`src/rtl/ex_operand_stage.sv`:
```
// ID/EX pipeline register feeding the ALU: captures decoded operands, forwards
// results from MEM/WB, and inserts a one-cycle bubble on a load-use hazard.
module ex_operand_stage #(
    parameter int N = 32
) (
    input  logic         clk,
    input  logic         rst_n,
    input  logic         id_valid,
    input  logic [2:0]   id_alu_opc,
    input  logic         id_alu_src,
    input  logic [4:0]   id_rs1,
    input  logic [4:0]   id_rs2,
    input  logic [4:0]   id_rd,
    input  logic [N-1:0] id_rs1_data,
    input  logic [N-1:0] id_rs2_data,
    input  logic [N-1:0] id_imm,
    input  logic         id_reg_write,
    input  logic         id_mem_read,
    input  logic         id_mem_write,
    input  logic         flush,
    input  logic         mem_reg_write,
    input  logic [4:0]   mem_rd,
    input  logic [N-1:0] mem_result,
    input  logic         wb_reg_write,
    input  logic [4:0]   wb_rd,
    input  logic [N-1:0] wb_result,
    output logic [2:0]   alu_opc,
    output logic [N-1:0] alu_a,
    output logic [N-1:0] alu_b,
    output logic [N-1:0] ex_store_data,
    output logic [4:0]   ex_rd,
    output logic         ex_valid,
    output logic         ex_reg_write,
    output logic         ex_mem_read,
    output logic         ex_mem_write,
    output logic         stall,
    output logic [1:0]   fwd_a,
    output logic [1:0]   fwd_b
);

    logic         valid_q;
    logic [2:0]   opc_q;
    logic         alu_src_q;
    logic [4:0]   rs1_q;
    logic [4:0]   rs2_q;
    logic [4:0]   rd_q;
    logic [N-1:0] rs1_val_q;
    logic [N-1:0] rs2_val_q;
    logic [N-1:0] imm_q;
    logic         reg_write_q;
    logic         mem_read_q;
    logic         mem_write_q;

    logic [N-1:0] cap_rs1_val;
    logic [N-1:0] cap_rs2_val;
    logic         load_bubble;
    logic [N-1:0] fwd_rs1_val;
    logic [N-1:0] fwd_rs2_val;

    assign stall = valid_q & mem_read_q & (rd_q != 5'd0) & id_valid &
                   ((id_rs1 == rd_q) | (id_rs2 == rd_q));

    assign load_bubble = flush | stall;

    // The register file writes and reads in the same cycle, so a WB write to a
    // source register must be picked up here or the old value would be latched.
    always_comb begin
        cap_rs1_val = id_rs1_data;
        cap_rs2_val = id_rs2_data;
        if (wb_reg_write && (wb_rd != 5'd0) && (wb_rd == id_rs1))
            cap_rs1_val = wb_result;
        if (wb_reg_write && (wb_rd != 5'd0) && (wb_rd == id_rs2))
            cap_rs2_val = wb_result;
    end

    always_ff @(posedge clk or negedge rst_n) begin
        if (!rst_n) begin
            valid_q     <= 1'b0;
            opc_q       <= 3'b000;
            alu_src_q   <= 1'b0;
            rs1_q       <= 5'd0;
            rs2_q       <= 5'd0;
            rd_q        <= 5'd0;
            rs1_val_q   <= '0;
            rs2_val_q   <= '0;
            imm_q       <= '0;
            reg_write_q <= 1'b0;
            mem_read_q  <= 1'b0;
            mem_write_q <= 1'b0;
        end else if (load_bubble) begin
            valid_q     <= 1'b0;
            opc_q       <= 3'b000;
            alu_src_q   <= 1'b0;
            rs1_q       <= 5'd0;
            rs2_q       <= 5'd0;
            rd_q        <= 5'd0;
            rs1_val_q   <= '0;
            rs2_val_q   <= '0;
            imm_q       <= '0;
            reg_write_q <= 1'b0;
            mem_read_q  <= 1'b0;
            mem_write_q <= 1'b0;
        end else begin
            valid_q     <= id_valid;
            opc_q       <= id_alu_opc;
            alu_src_q   <= id_alu_src;
            rs1_q       <= id_rs1;
            rs2_q       <= id_rs2;
            rd_q        <= id_rd;
            rs1_val_q   <= cap_rs1_val;
            rs2_val_q   <= cap_rs2_val;
            imm_q       <= id_imm;
            reg_write_q <= id_reg_write;
            mem_read_q  <= id_mem_read;
            mem_write_q <= id_mem_write;
        end
    end

    // MEM holds the younger result, so it wins over WB; x0 is never forwarded.
    always_comb begin
        fwd_a       = 2'b00;
        fwd_rs1_val = rs1_val_q;
        if (mem_reg_write && (mem_rd != 5'd0) && (mem_rd == rs1_q)) begin
            fwd_a       = 2'b10;
            fwd_rs1_val = mem_result;
        end else if (wb_reg_write && (wb_rd != 5'd0) && (wb_rd == rs1_q)) begin
            fwd_a       = 2'b01;
            fwd_rs1_val = wb_result;
        end
    end

    always_comb begin
        fwd_b       = 2'b00;
        fwd_rs2_val = rs2_val_q;
        if (mem_reg_write && (mem_rd != 5'd0) && (mem_rd == rs2_q)) begin
            fwd_b       = 2'b10;
            fwd_rs2_val = mem_result;
        end else if (wb_reg_write && (wb_rd != 5'd0) && (wb_rd == rs2_q)) begin
            fwd_b       = 2'b01;
            fwd_rs2_val = wb_result;
        end
    end

    assign alu_opc       = opc_q;
    assign alu_a         = fwd_rs1_val;
    assign alu_b         = alu_src_q ? imm_q : fwd_rs2_val;
    assign ex_store_data = fwd_rs2_val;
    assign ex_rd         = rd_q;
    assign ex_valid      = valid_q;
    assign ex_reg_write  = reg_write_q;
    assign ex_mem_read   = mem_read_q;
    assign ex_mem_write  = mem_write_q;

endmodule

```
`config.mk`:
```
export PLATFORM = sky130hd
export DESIGN_NAME = ex_operand_stage
export DESIGN_NICKNAME = d
export VERILOG_FILES = /design/src/rtl/ex_operand_stage.sv
export SDC_FILE = /design/constraint.sdc
export NUM_CORES = 1
export LEC_CHECK = 0
export CORE_UTILIZATION = 40
export CTS_CLUSTER_DIAMETER = 150
export CTS_CLUSTER_SIZE = 40
export DETAILED_ROUTE_END_ITERATION = 8
export GPL_ROUTABILITY_DRIVEN = 1
export GPL_TIMING_DRIVEN = 0
export PLACE_DENSITY = 0.84
export SETUP_SLACK_MARGIN = 0.4
export SLEW_MARGIN = 20
export SYNTH_ARGS = -nofsm -noshare
export SYNTH_HDL_FRONTEND = slang
export SYNTH_SLANG_ARGS = --single-unit
```
`constraint.sdc`:
```
create_clock -name clk -period 10.8 [get_ports clk]
set_clock_uncertainty 0.05 [all_clocks]
set_input_delay 3.24 -clock clk [delete_from_list [all_inputs] [get_ports clk]]
set_output_delay 3.24 -clock clk [all_outputs]
set_load 0.03 [all_outputs]
```
; Word level (Yosys, flattened, before mapping)
; Cells that the tools add are included.
[classes]
mux = 23
n_shift = 0
n_mul = 0
n_lt_le_gt_ge = 0
n_eq_ne = 8
bitwise = 6
n_reduce_logical = 11
add_sub_neg = 0
n_div = 0
[op_table]
columns = operator, count
row1 = 32-bit two-way mux, 10
row2 = 5-bit == test, 8
row3 = 5-bit two-way mux, 3
row4 = 5-bit nonzero test, 3
row5 = 1-bit logical AND, 8
row6 = 1-bit two-way mux, 7
row7 = 1-bit AND, 4
row8 = 2-bit two-way mux, 2
row9 = 3-bit two-way mux, 1
row10 = 1-bit OR, 2
[word_totals]
in_bits = 198
mem_bits_rw = 0
reg_bits = 119
latch_bits = 0
n_memories = 0
mem_bits_ro = 0

; Longest topological paths before layout
; Gate-level depths: netlist of run 1.
[depth]
word_depth = 6
depth_mapped = 9

; Worst setup path after synthesis of run 1
; Ideal clock, no wire load.
[synth_path]
path_kind = in2out
startpoint = in wb_rd[2]
endpoint = out alu_b[22]
path_slack_ns = 2.105
path_buffers = 3
stages = 8
arrival_time_ns = 5.405
t_required_ns = 7.510
path_cell_list = buf_2 or4_1 o21a_1 buf_6 clkbuf_1 a31oi_1 a211oi_2 o31ai_1
[synth_via]
elab_chain_len = 6
elab_cells_between_ends = 7
classes_between = eq/ne (1) / mux (3) / reduce/logical (3)
[synth_lines]
columns = item, line
row1 = "start, declared", 25  ; input logic [4:0] wb_rd,
row2 = 5-bit nonzero test, 138  ; end else if (wb_reg_write && (wb_rd != 5'd0) && (wb_rd == rs2_q)) begin
row3 = 1-bit logical AND, 138
row4 = 1-bit logical AND (*), 138
row5 = 32-bit two-way mux (*), 138
row6 = 32-bit two-way mux (*), 135  ; if (mem_reg_write && (mem_rd != 5'd0) && (mem_rd == rs2_q)) begin
row7 = 32-bit two-way mux (*), 146  ; assign alu_b = alu_src_q ? imm_q : fwd_rs2_val;
row8 = "end, declared", 29  ; output logic [N-1:0] alu_b,
; Every way passes the cells marked *; elsewhere a longest branch is shown, timed or not.

; Final worst setup path of run 1
[layout_path]
startpoint = in mem_rd[1]
endpoint = out alu_a[24]
[layout_via]
elab_chain_len = 4
elab_cells_between_ends = 5
classes_between = eq/ne (1) / mux (1) / reduce/logical (3)
[layout_lines]
columns = item, line
row1 = "start, declared", 22  ; input logic [4:0] mem_rd,
row2 = 5-bit nonzero test, 123  ; if (mem_reg_write && (mem_rd != 5'd0) && (mem_rd == rs1_q)) begin
row3 = 1-bit logical AND, 123
row4 = 1-bit logical AND (*), 123
row5 = 32-bit two-way mux (*), 123
row6 = "end, declared", 28  ; output logic [N-1:0] alu_a,
; Marks and branches as above.

==> flow_summary.toml, run 1 <==
[hold_path]
hold_path.class = "reg -> reg"
min_path_cells = 4
hold_path_end = "rs2_val_q[0]$_DFF_PN0_"
hp-start = "ex_mem_read$_DFF_PN0_"

[cells_and_area]
fill_cells = 1417
seqCellArea_um2 = 2980
layout.nets = 1318
drive_gt1_frac = 0.0733
diodes = 0
multi_input_area_um2 = 3510
synthToLayoutAreaGrowth_pct = 57.0
utilization = 0.649

[die]
start_util = 0.414
num_rows = 47
die_w_um = 134
pin_count = 311
coreArea_um2 = 16800
die_y_um = 134
dieArea_um2 = 17900

[global_route]
grtUsageTotal = 0.300
grt_pass1_wl_mm = 39.9
antenna_found_initial = 0
overflow = 0
grt_pass1_vias = 7336
grt_max_degree = 76

[routing]
post_drt_via_cell_ratio = 5.37
wl_per_cell_um = 19.5
drt_iter0_drc = 461
vias = 7262
postRouteAntennaNets = 0
wl_mm = 26.4
drc = 0
drt_pre_antenna_iters = 7

[clock_tree]
cts_buffers = 17
cts_sinks = 119
root_buffer = "clkbuf_16"
clk_latency_ps = 420
clk_pin_slew_worst_paths_ps = 50
cts.htree.levels = 4
cts_setup_buffers = 0
cts_buffer_depth = 2
cts_tree = "built"
cts.repair.resized = 0
ctsHoldBuffers = 0

[synthesis]
synth.yosys.seq_area_share = 0.429
synth_warnings = 0
synth.avg_cell_area_um2 = 8.72
synthesis.nets = 993
syn_area_um2 = 6930
synthCells = 795
ys_types = 29
synth-seq-cells = 119

[sta]
relSlewSlack = 0.270
tightestPinTransition_ps = 1090
setup_violations = 0
rsz0062_at_grt = "false"
slew_violations = 0
finalCritPeriodShare = 0.910
hold_violations = 0
final.min_clock_period_ps = 9820
timing.setup.tns_ps = 0
fmax_mhz = 102

[place]
routabilityCongestion = 0.908
dp_hpwl_mm = 19.4
portBuffers = 305

[worst_setup_path]
crit_chain = "clkdlybuf4s50_1 > or4_1 > o21ai_0 > or4_1 > buf_2 > buf_1 > nor2_1 > a31oi_1 > clkdlybuf4s50_1"
end_kind = "output port"
worstPathArrival_ps = 6530
critPathRequiredTime_ps = 7510
reg2reg_from = "ex_rd[3]$_DFF_PN0_"
path_buf_inv = 4
r2r_setup_slack_ps = 8160
crit_family = "buffers and inverters"
crit_slowest_cell = "clkdlybuf4s50_1"
timing.rr.end = "ex_reg_write$_DFF_PN0_"
path_class = "in -> out"
path_max_fanout = 10
slowest_delay_ps = 740
rr_worst_depth = 6
start_kind = "input port"

[status]
outcome = "finished, final reports clean"

[flow_run]
cap_violations = 0

[power_and_ir_drop]
peakVddDrop_uv = 114
powerDensity_nw_per_um2 = 129
p_leak_nw = 4.44
==> per-layer routing <==
metal / routed length [µm] / global-route usage / vias up
met5: 0 / 0 / -
met4: 769 / 0.141 / 0
met3: 2000 / 0.0719 / 51
met2: 13100 / 0.505 / 401
met1: 10500 / 0.360 / 3488
li1: - / - / 3322
==> final cells by class <==
type	instances	share of cell area
repair buffers	306	0.283
clock buffers	23	0.0458
flip-flops and latches	119	0.274
inverters	34	0.0117
multi-input cells	574	0.322
plain buffers	68	0.0293
clock inverters	8	0.00874
well taps	220	0.0253
==> per-stage QoR <==
| stage | area, µm² | worst slack (ps) | total power, mW | hold slack, ps | instances |
|---|---|---|---|---|---|
| after global routing | 10900 | 794 | 1.46 | 1210 | 1352 |
| after floorplan | 6930 | 2110 | 0.653 | 981 | 795 |
| after global placement | 10300 | 1020 | 0.836 | 1090 | 1320 |
| after detailed placement | 10300 | 990 | 0.842 | 1080 | 1321 |
| after CTS | 10900 | 957 | 1.41 | 1110 | 1352 |
| final | 10900 | 976 | 1.41 | 1080 | 1352 |
==> report_power, final <==
part	switching (mW)	internal (mW)	total, mW
clock network	0.204	0.367	0.571
logic	0.191	0.166	0.358
registers	0.00926	0.470	0.479
total	0.405	1.00	1.41
==> worst max path at each step <==
stage | startpoint | cells after the start | slack, ps | to
global placement | mem_rd[1] | 9 | 1020 | alu_a[24]
finish | mem_rd[1] | 9 | 980 | alu_a[24]
global route | mem_rd[1] | 9 | 790 | alu_a[28]
detailed placement | mem_rd[1] | 9 | 990 | alu_b[28]
CTS | mem_rd[1] | 9 | 960 | alu_b[28]
floorplan | wb_rd[2] | 8 | 2110 | alu_b[22]
==> synthesized netlist by cell type (all sizes together) <==
library cell | instances | area, µm²
o21a | 1 | 7.51
a22oi | 1 | 7.51
dfrtp | 119 | 2980
o21ai | 1 | 5.00
or4 | 4 | 30.0
clkbuf | 44 | 165
nand3 | 3 | 15.0
nor3 | 5 | 25.0
or3 | 1 | 6.26
buf | 24 | 154
o21bai | 1 | 7.51
o2111ai | 1 | 8.76
o31ai | 32 | 240
mux2i | 64 | 641
and4 | 2 | 17.5
and2 | 56 | 350
nor4 | 1 | 6.26
xor2 | 27 | 236
nor2 | 165 | 619
a31oi | 64 | 400
o21ba | 1 | 10.0
and3 | 2 | 12.5
inv | 34 | 128
a211oi | 32 | 385
xnor2 | 13 | 114
nand2 | 97 | 364
==> worst min-delay path: cells and delay by family, from the launching register on <==
kind	cells	cell delay [ps]
simple gates	1	170
compound gates	2	240
flops	1	380
buf+inv	1	290
==> cells in the final DEF (no fill, tap or decap), types with 2 or more instances in the layout <==
cell type	count
a211oi_1	3
a211oi_2	29
a31oi_1	64
and2_1	56
and3_1	2
and4_1	2
buf_1	3
buf_2	15
buf_6	7
bufinv_16	2
clkbuf_1	45
clkbuf_16	17
clkbuf_8	5
clkdlybuf4s50_1	304
clkinv_2	4
clkinvlp_4	2
dfrtp_1	119
inv_1	34
mux2i_1	64
nand2_1	97
nand3_1	3
nor2_1	165
nor3_1	5
o31ai_1	32
or4_1	4
xnor2_1	13
xor2_1	27
==> cells by family after synthesis <==
kind of cell    Yosys count  synth area share
compound gates          134             0.155
flops                   119             0.429
simple gates            336             0.209
mux                      64            0.0924
xor+xnor                 40            0.0505
buf+inv                 102            0.0644
==> sequential cells by signal, summed over array words and instances (netlist names) <==
name and cells:
ex_mem_write 1, alu_opc 3, ex_reg_write 1, rs2_q 5, ex_rd 5, ex_valid 1
rs1_q 5, alu_src_q 1, rs2_val_q 32, imm_q 32, rs1_val_q 32, ex_mem_read 1
No activity file was read; power rests on OpenSTA's default activity.
==> run 2: changes to the inputs <==
CORE_MARGIN = 8   (was not set)
REMOVE_ABC_BUFFERS = 1   (was not set)
SETUP_SLACK_MARGIN = 0.5   (was 0.4)
==> flow_summary.toml, run 2 (synthesis results as in run 1) <==
[cells_and_area]
seqCellArea_um2 = 2980
synthToLayoutAreaGrowth_pct = 57.2
reg_top3 = "imm_q x32, rs1_val_q x32, rs2_val_q x32"
fill_cells = 1426
multi_input_area_um2 = 3560
drive_gt1_frac = 0.0796
design_area_um2 = 10900
layout.nets = 1267
final_cell_mix = "clkdlybuf4s50_1 (309), nor2_1 (164), dfrtp_1 (118)"
final_common_cell = "clkdlybuf4s50_1"
utilization = 0.637

[global_route]
gr-usage-met3 = 0.0807
grt-busiest-layer = "met2"
grt_max_degree = 72
overflow = 0
grtUsageTotal = 0.240
grt_pass1_vias = 7281
antenna_found_initial = 1
grtUsageMet2 = 0.409
grt_pass1_wl_mm = 40.7
use_met1 = 0.272

[sta]
relSlewSlack = 0.439
setup_violations = 0
fmax_mhz = 98.1
slew_violations = 0
rsz0062_at_grt = "false"
finalCritPeriodShare = 0.944
fin_hold_ws_ps = 924
final.min_clock_period_ps = 10190
tightestPinTransition_ps = 841
hold_violations = 0

[hold_path]
hold_path.class = "reg -> reg"
hp-start = "ex_mem_read$_DFF_PN0_"

[clock_tree]
clk_latency_ps = 420
root_buffer = "clkbuf_16"
clk_pin_slew_worst_paths_ps = 50
cts.repair.resized = 0
ctsHoldBuffers = 0
cts_buffers = 17
cts_buffer_depth = 2
cts_setup_buffers = 0
cts_sinks = 119
cts_tree = "built"
cts.htree.levels = 4

[worst_setup_path]
startpoint = "mem_rd[2]"
crit_family = "buffers and inverters"
crit_chain = "clkdlybuf4s50_1 > or4_1 > o21ai_0 > or3_2 > buf_16 > inv_2 > buf_12 > a211oi_2 > o31ai_1 > clkdlybuf4s50_1"
path_buf_inv = 5
end_kind = "output port"
reg2reg_from = "ex_rd[3]$_DFF_PN0_"
critPathMostFrequentCell = "clkdlybuf4s50_1"
path_class = "in -> out"
crit_slowest_cell = "or3_2"
path_max_fanout = 20
critPathRequiredTime_ps = 7510
slowest_delay_ps = 760
worstPathArrival_ps = 6900
start_kind = "input port"

[routing]
postRouteAntennaNets = 0
drc = 0
wl_mm = 26.4
drt_pre_antenna_iters = 6
wl_per_cell_um = 20.2
post_drt_via_cell_ratio = 5.32
drt_iter0_drc = 311
vias = 6943

[power_and_ir_drop]
p_clk_frac = 0.396
swShare = 0.289
powerDensity_nw_per_um2 = 127
seqPwrFrac = 0.348
p_int_uw = 987
share_comb_of_total_power = 0.256
p_leak_nw = 4.41
peakVddDrop_uv = 94.6
switchingPower_uw = 401

[die]
start_util = 0.405
coreArea_um2 = 17100
die_y_um = 148
pin_count = 311
dieArea_um2 = 21800
die_w_um = 148
num_rows = 48

[place]
place_area_um2 = 10300
portBuffers = 310
dp_hpwl_mm = 19.1
routabilityCongestion = 0.814

[flow_run]
cap_violations = 0

[status]
outcome = "finished, final reports clean"
run 2: layout make-up:
class                   instances  share of cell area
repair buffers                323               0.310
inverters                      34              0.0117
multi-input cells             574               0.327
well taps                     225              0.0258
clock buffers                  20              0.0419
flip-flops and latches        119               0.274
diodes                          1            0.000230
clock inverters                10             0.00964
run 2: worst paths after layout:
kind	to	slack, ps	depth (start not counted)
max	alu_b[18]	610	10
min	rs2_val_q[28]$_DFF_PN0_	920	3
max reg2reg	ex_reg_write$_DFF_PN0_	8440	4
min reg2reg	rs2_val_q[28]$_DFF_PN0_	920	3
max in group asynchronous	rs2_val_q[27]$_DFF_PN0_	7220	2
min in group asynchronous	rs1_val_q[0]$_DFF_PN0_	2780	1
run 2: worst register-to-register path, cell delays in order (launching register included):
cell	delay (ps)
dfrtp_1	430
or4_1	530
o2111ai_1	410
o21ba_4	630
and2_1	250
run 2: stage by stage:
| stage | cells | worst slack (ps) | power [mW] | TNS, ps |
|---|---|---|---|---|
| 3_5_place_dp | 1275 | 504 | 0.845 | 0 |
| 3_3_place_gp | 1262 | -2920 | 0.830 | -192680 |
| 4_1_cts | 1305 | 529 | 1.40 | 0 |
| 5_1_grt | 1306 | 554 | 1.44 | 0 |
| 6_report | 1306 | 610 | 1.39 | 0 |
| 2_1_floorplan | 727 | 100 | 0.646 | 0 |
run 2: power groups by stage:
stage / registers, mW / logic, mW / clock network, mW
2_1_floorplan: 0.491 / 0.155 / 0
3_3_place_gp: 0.490 / 0.340 / 0
3_5_place_dp: 0.491 / 0.355 / 0
4_1_cts: 0.483 / 0.357 / 0.557
5_1_grt: 0.485 / 0.378 / 0.576
6_report: 0.483 / 0.356 / 0.549
run 2: layer usage:
metal / wire [µm] / part of all wire
met1: 10300 / 0.39
met2: 12900 / 0.49
met3: 2400 / 0.091
met4: 705 / 0.027
met5: 0 / 0
==> run 3: changes to the inputs <==
ABC_CLOCK_PERIOD_IN_PS = 13110   (was not set)
clock period = 13.11 ns   (was 10.8 ns; I/O delays follow)
==> flow_summary.toml, run 3 (synthesis results as in run 1) <==
[status]
outcome = "finished, final reports clean"

[die]
start_util = 0.405
die_w_um = 148
num_rows = 48
die_y_um = 148
pin_count = 311
dieArea_um2 = 21800
coreArea_um2 = 17100

[place]
dp_hpwl_mm = 19.1
portBuffers = 310
routabilityCongestion = 0.814
dp_slack_ps = 1430

[worst_setup_path]
startpoint = "wb_rd[2]"
end_kind = "output port"
path_class = "in -> out"
path_max_fanout = 37
start_kind = "input port"
critPathRequiredTime_ps = 9130
worstPathArrival_ps = 7690
reg2reg_from = "ex_rd[3]$_DFF_PN0_"

[sta]
slew_violations = 0
timing.setup.tns_ps = 0
fmax_mhz = 85.6
relSlewSlack = 0.437
layout_setup_ws_ps = 1430
hold_violations = 0
final.min_clock_period_ps = 11680
setup_violations = 0
finalCritPeriodShare = 0.891
tightestPinTransition_ps = 844
rsz0062_at_grt = "false"

[routing]
drt_pre_antenna_iters = 5
wl_mm = 26.3
vias = 6948
wl_per_cell_um = 20.2
drt_iter0_drc = 309
drc = 0
postRouteAntennaNets = 0
post_drt_via_cell_ratio = 5.32

[clock_tree]
cts_setup_buffers = 0
clk_pin_slew_worst_paths_ps = 50
root_buffer = "clkbuf_16"
cts_tree = "built"
ctsHoldBuffers = 0
cts_buffer_depth = 2
cts.repair.resized = 0
cts_sinks = 119
cts_buffers = 17
clk_latency_ps = 410
cts.htree.levels = 4

[cells_and_area]
layout.nets = 1267
synthToLayoutAreaGrowth_pct = 57.1
fill_cells = 1426
seqCellArea_um2 = 2980
final_common_cell = "clkdlybuf4s50_1"
multi_input_area_um2 = 3560
utilization = 0.637
drive_gt1_frac = 0.0796
final_cell_mix = "clkdlybuf4s50_1 (309), nor2_1 (164), dfrtp_1 (118)"
reg_top3 = "imm_q x32, rs1_val_q x32, rs2_val_q x32"

[hold_path]
hp-start = "ex_mem_read$_DFF_PN0_"
hold_path.class = "reg -> reg"

[global_route]
grt_pass1_vias = 7281
overflow = 0
grt_pass1_wl_mm = 40.7
grt_max_degree = 72
antenna_found_initial = 1
grtUsageTotal = 0.240

[power_and_ir_drop]
p_leak_nw = 4.41
peakVddDrop_uv = 77.8
powerDensity_nw_per_um2 = 105

[flow_run]
cap_violations = 0
run 3: cell counts in the layout (fill, tap and decap cells not counted):
Identical to the previous run, type by type.
run 3: layer usage:
metal,global-route usage,vias to the layer above,routed length [µm]
met4,0.0943,0,768
met1,0.272,3336,10400
met2,0.409,334,12800
met5,0,-,0
met3,0.0807,53,2350
li1,-,3225,-
run 3: power by group:
part,switching [mW],internal (mW)
logic,0.152,0.141
registers,0.0109,0.387
clock network,0.166,0.285
run 3: stage by stage:
stage	hold slack, ps	cell area, µm²	power, mW	std cells
finish	924	10900	1.14	1306
global route	955	10900	1.19	1306
CTS	906	10900	1.15	1305
detailed placement	880	10300	0.696	1275
global placement	1390	10000	0.684	1262
floorplan	1270	6620	0.532	727
run 3: path summary, 6_finish.rpt:
| kind | cells after the start | slack (ps) | to |
|---|---|---|---|
| worst max-delay path | 8 | 1430 | alu_b[10] |
| worst min-delay path | 3 | 920 | rs2_val_q[28]$_DFF_PN0_ |
| worst max register to register | 4 | 10750 | ex_reg_write$_DFF_PN0_ |
| worst min register to register | 3 | 920 | rs2_val_q[28]$_DFF_PN0_ |
| max in group asynchronous | 2 | 8850 | imm_q[18]$_DFF_PN0_ |
| min in group asynchronous | 1 | 3460 | rs1_val_q[0]$_DFF_PN0_ |
run 3: worst max-delay path: stages:
cell and delay, ps:
clkdlybuf4s50_1 630, or4_1 170, o21a_2 680, and3_2 750, buf_16 250, a211oi_2 100
o31ai_1 380, clkdlybuf4s50_1 780
run 3: final cells by class:
class | instances | area share
timing repair buffer | 323 | 0.311
sequential | 119 | 0.274
inverter | 34 | 0.0117
antenna | 1 | 0.000230
clock buffer | 20 | 0.0419
multi-input combinational | 574 | 0.326
tap | 225 | 0.0258
clock inverter | 10 | 0.00965
==> edit 1 (settings of run 2) <==
Make the reset (`rst_n`) synchronous in one clocked block.
--- a/src/rtl/ex_operand_stage.sv
+++ b/src/rtl/ex_operand_stage.sv
@@ -74,5 +74,5 @@
     end
 
-    always_ff @(posedge clk or negedge rst_n) begin
+    always_ff @(posedge clk) begin
         if (!rst_n) begin
             valid_q     <= 1'b0;
Formal check against the unedited RTL: differs if rst_n is asserted again (counterexample within 4 cycles, from zero or initial values and one cycle with rst_n low); with rst_n held inactive, the same outputs for 10 cycles.
==> edit 1 against run 2 <==
Wire length is 7.5% lower; global-route usage is 0.29 points lower; setup slack improved by 0.26 ns; cell area fell by 3.3%; synthesized cell count is 9.1% lower; sequential share of layout area shrank 4.8 points; power shrank 1.5%; synthesized area shrank 7.6%; combinational power is 14% lower; first-iteration DRC count up 2.9%; worst hold slack worse by 0.086 ns; sequential cell count unchanged; largest power group unchanged; highest routed layer is now met5.
==> edit 1: results (changes against run 2) <==
{
  "async_flop_share": {"value": 0, "unit": "%", "change": "was 100%"},
  "antenna_cells_inserted": {"value": 0, "change": "was 1"},
  "placedInstanceArea": {"value": 9930, "unit": "um^2", "change": "was 10300 um^2"},
  "highest-signal-layer": {"value": "met5", "change": "was met4"},
  "worstReg2RegEnd": {"value": "rs2_q[1]", "change": "was ex_reg_write"},
  "instances_no_fill": {"value": 1243, "change": "was 1306"},
  "drt_pass1_iterations": {"value": 5, "change": "was 6"},
  "tightestPinTransition": {"value": 0.790, "unit": "ns", "change": "was 0.841 ns"},
  "grt_max_degree": {"value": 42, "change": "was 72"},
  "num_vias": {"value": 6271, "change": "was 6943"},
  "r2r.worst_path.cells": {"value": 5, "change": "was 4"},
  "nNetsFinal": {"value": 1214, "change": "was 1267"},
  "data_arrival_at_the_endpoint_of_the_critical_path": {"value": 6.64, "unit": "ns", "change": "was 6.90 ns"},
  "use_met2": {"value": 41.8, "unit": "%", "change": "was 40.9%"},
  "synth_top_cells_by_count": {"value": "119 x sky130_fd_sc_hd__dfxtp_1, 100 x sky130_fd_sc_hd__nor2_1, 96 x sky130_fd_sc_hd__mux2i_1, 56 x sky130_fd_sc_hd__and2_1, 37 x sky130_fd_sc_hd__nor3_1", "change": "was 165 x sky130_fd_sc_hd__nor2_1, 119 x sky130_fd_sc_hd__dfrtp_1, 97 x sky130_fd_sc_hd__nand2_1, 64 x sky130_fd_sc_hd__a31oi_1, 64 x sky130_fd_sc_hd__mux2i_1"},
  "grt_util_met1": {"value": 25.9, "unit": "%", "change": "was 27.2%"},
  "syn2layout_area_growth": {"value": 64.5, "unit": "%", "change": "was 57.2%"},
  "r2r_start": {"value": "ex_rd[1]", "change": "was ex_rd[3]"},
  "met2_wirelength": {"value": 12300, "unit": "um", "change": "was 12900 um"},
  "gr-usage-all-layers": {"value": 23.7, "unit": "%", "change": "was 24.0%"},
  "worst_setup_path_endpoint": {"value": "alu_b[12]", "change": "was alu_b[18]"},
  "met3RoutedLength": {"value": 2040, "unit": "um", "change": "was 2400 um"},
  "cellLeakagePower": {"value": 3.88, "unit": "nW", "change": "was 4.41 nW"},
  "status": {"value": "completed", "change": "unchanged"},
  "cp_slowest_cell": {"value": "sky130_fd_sc_hd__clkdlybuf4s50_1", "change": "was sky130_fd_sc_hd__or3_2"},
  "timing.final.crit_period": {"value": 9.93, "unit": "ns", "change": "was 10.19 ns"}
}
[edit 1: cell types whose count changed after synthesis, sizes merged, moves of 33 or more]
cell   before  now
nor2      165  100
dfrtp     119    0
nor3        5   38
dfxtp       0  119
o21ai       1   34
nand2      97    0
[edit 1: final cells by class]
class	count	area share, %
sequential	119	22.6
inverter	34	1.21
timing repair buffer	334	33.1
clock inverter	9	1.42
multi-input combinational	510	34.7
tap	216	2.56
clock buffer	21	4.37
[edit 1: logic make-up after synthesis]
logic type                Yosys count  share of synthesized area, %
AOI/OAI and AO/OA                 104                          11.2
xor gates and xnor gates           40                          5.47
buffers and inverters              94                          6.66
DFF                               119                          37.2
muxes                             128                          20.6
and+or+nand+nor                   238                          18.9
[edit 1: how the worst min path moves through the flow]
stage                         from             to  slack, ns  cells after the start
after global placement    ex_valid       ex_valid       1.80                      3
final                     ex_valid  rs2_val_q[16]       0.84                      3
after detailed placement  ex_valid  rs2_val_q[18]       0.83                      3
after CTS                 ex_valid  rs1_val_q[27]       0.84                      3
after floorplan           ex_valid     alu_opc[0]       1.39                      3
after global routing      ex_valid  rs2_val_q[16]       0.88                      3
[edit 1: power breakdown]
group | internal, mW | switching [mW] | total (mW)
Combinational | 0.156 | 0.150 | 0.306
Sequential | 0.458 | 0.00764 | 0.465
Clock | 0.394 | 0.201 | 0.596
[edit 1: worst reg2reg max path, cell delays in order (launching register included)]
cell and delay [ns]:
sky130_fd_sc_hd__dfxtp_1 0.35, sky130_fd_sc_hd__or4_1 0.56, sky130_fd_sc_hd__o2111ai_1 0.40, sky130_fd_sc_hd__o21a_2 0.45, sky130_fd_sc_hd__buf_12 0.25, sky130_fd_sc_hd__and2_1 0.17
==> edit 2 (config.mk and constraints of run 2) <==
Made on the original files. Set the parameter `N` to 64 (it was 32).
--- a/src/rtl/ex_operand_stage.sv
+++ b/src/rtl/ex_operand_stage.sv
@@ -2,5 +2,5 @@
 // results from MEM/WB, and inserts a one-cycle bubble on a load-use hazard.
 module ex_operand_stage #(
-    parameter int N = 32
+    parameter int N = 64
 ) (
     input  logic         clk,
Interface: changed (8 resized); port bits go from 311 to 567. No check against the original RTL was run, so the function may have changed too.
==> edit 2 against run 2 <==
Sequential cell count increased by 96; power rose by 48%; setup slack lost 0.0047 ns; sequential power rose by 80%; cell area increased by 77%; via count grew 110%; wire length rose by 130%; synthesized area grew 81%; register-to-register slack got worse by 0.33 ns; sequential share of layout area up 0.56 points; die area is 71% higher; core utilization shrank 1.9 points; critical path type unchanged; largest power group is now sequential cells.
==> edit 2: results (changes against run 2) <==
{
  "synth_top_cells_by_count": {"value": "384 x sky130_fd_sc_hd__nand2_1, 215 x sky130_fd_sc_hd__dfrtp_1, 128 x sky130_fd_sc_hd__a21oi_1, 92 x sky130_fd_sc_hd__clkbuf_1, 87 x sky130_fd_sc_hd__and2_1", "change": "was 165 x sky130_fd_sc_hd__nor2_1, 119 x sky130_fd_sc_hd__dfrtp_1, 97 x sky130_fd_sc_hd__nand2_1, 64 x sky130_fd_sc_hd__a31oi_1, 64 x sky130_fd_sc_hd__mux2i_1"},
  "clkSlewWorstSetupHoldPaths": {"value": 0.16, "unit": "ns", "change": "was 0.05 ns"},
  "ys_seq_area_share": {"value": 42.9, "unit": "%", "change": "about the same"},
  "cp_slowest_cell": {"value": "sky130_fd_sc_hd__clkdlybuf4s50_1", "change": "was sky130_fd_sc_hd__or3_2"},
  "status": {"value": "completed", "change": "unchanged"},
  "dp.final_hpwl": {"value": 43600, "unit": "um", "change": "was 19100 um"},
  "detail_route.wl_per_cell": {"value": 25.5, "unit": "um", "change": "was 20.2 um"},
  "vdd_ir_drop_max": {"value": 0.144, "unit": "mV", "change": "was 0.0946 mV"},
  "pre_cts_slack": {"value": 0.477, "unit": "ns", "change": "was 0.504 ns"},
  "num-fill-cells": {"value": 2510, "change": "was 1426"},
  "buffer_ports.inserted": {"value": 566, "change": "was 310"},
  "num_vias": {"value": 14300, "change": "was 6943"},
  "timing.critical_path.from": {"value": "wb_rd[2]", "change": "was mem_rd[2]"},
  "number_of_different_library_cells_in_the_post_synthesis_netlist": {"value": 36, "change": "was 29"},
  "instances_no_fill": {"value": 2375, "change": "was 1306"},
  "syn_area_per_cell": {"value": 8.42, "unit": "um^2", "change": "was 8.72 um^2"},
  "clock_insertion_delay_worst_skew": {"value": 0.49, "unit": "ns", "change": "was 0.42 ns"},
  "tightestPinTransition": {"value": 0.972, "unit": "ns", "change": "was 0.841 ns"},
  "start_util": {"value": 40.2, "unit": "%", "change": "was 40.5%"},
  "timing.critical_path.fanout_max": {"value": 36, "change": "was 20"},
  "drt-initial-drc-count": {"value": 1538, "change": "was 311"},
  "nNetsFinal": {"value": 2323, "change": "was 1267"},
  "power.net_switching": {"value": 0.714, "unit": "mW", "change": "was 0.401 mW"},
  "cts_buffer_depth": {"value": 3, "change": "was 2"},
  "tritoncts.num_buffers": {"value": 9, "change": "was 17"}
}
==> edit 2: final timing paths <==
kind	end	slack, ns	cells after the start
setup / recovery	alu_a[36]	0.60	9
hold reg to reg	rs1_val_q[61]	1.03	4
min in group asynchronous	rs1_val_q[50]	2.54	1
setup reg to reg	imm_q[63]	8.11	5
max in group asynchronous	rs2_val_q[52]	7.31	2
hold / removal	rs1_val_q[61]	1.03	4
==> edit 2: timing repair <==
item | 4_1_cts | 5_1_grt
gates cloned | 0 | 3
gates resized for setup | 0 | 2
endpoints found under the setup margin | 2 | 25
pin swaps | 1 | 1
setup buffers | 1 | 0
==> edit 2: metal layers <==
layer  share of wire, %  up-vias  GRT usage, %
met1                 34     6796          36.0
met5              0.066        -             0
met3                 12      239          8.11
li1                   -     6147             -
met2                 47     1115          50.6
met4                6.4        6          16.2
==> edit 2: final cells by class <==
| cell class | count | area share (%) |
|---|---|---|
| Multi-Input combinational cell | 1126 | 34.5 |
| Timing Repair Buffer | 611 | 33.5 |
| Sequential cell | 215 | 27.9 |
| Tap cell | 402 | 2.61 |
| Clock buffer | 9 | 1.17 |
| Clock inverter | 3 | 0.162 |
| Antenna cell | 7 | 0.0908 |
| Inverter | 2 | 0.0389 |
==> edit 2: cell families after synthesis <==
family,after synthesis,synth area share (%)
AND/OR/NAND/NOR,691,24.9
flip-flops,215,42.9
XOR/XNOR,40,2.79
buffers and inverters,152,5.32
AO/OA/AOI/OAI,328,18.4
multiplexers,64,5.74
==> edit 2: power groups by stage <==
stage	clock [mW]	sequential [mW]	combinational (mW)
after global placement	0	0.884	0.687
final	0.447	0.867	0.738
after floorplan	0	0.882	0.312
after detailed placement	0	0.882	0.725
after global routing	0.476	0.871	0.773
after CTS	0.452	0.867	0.729
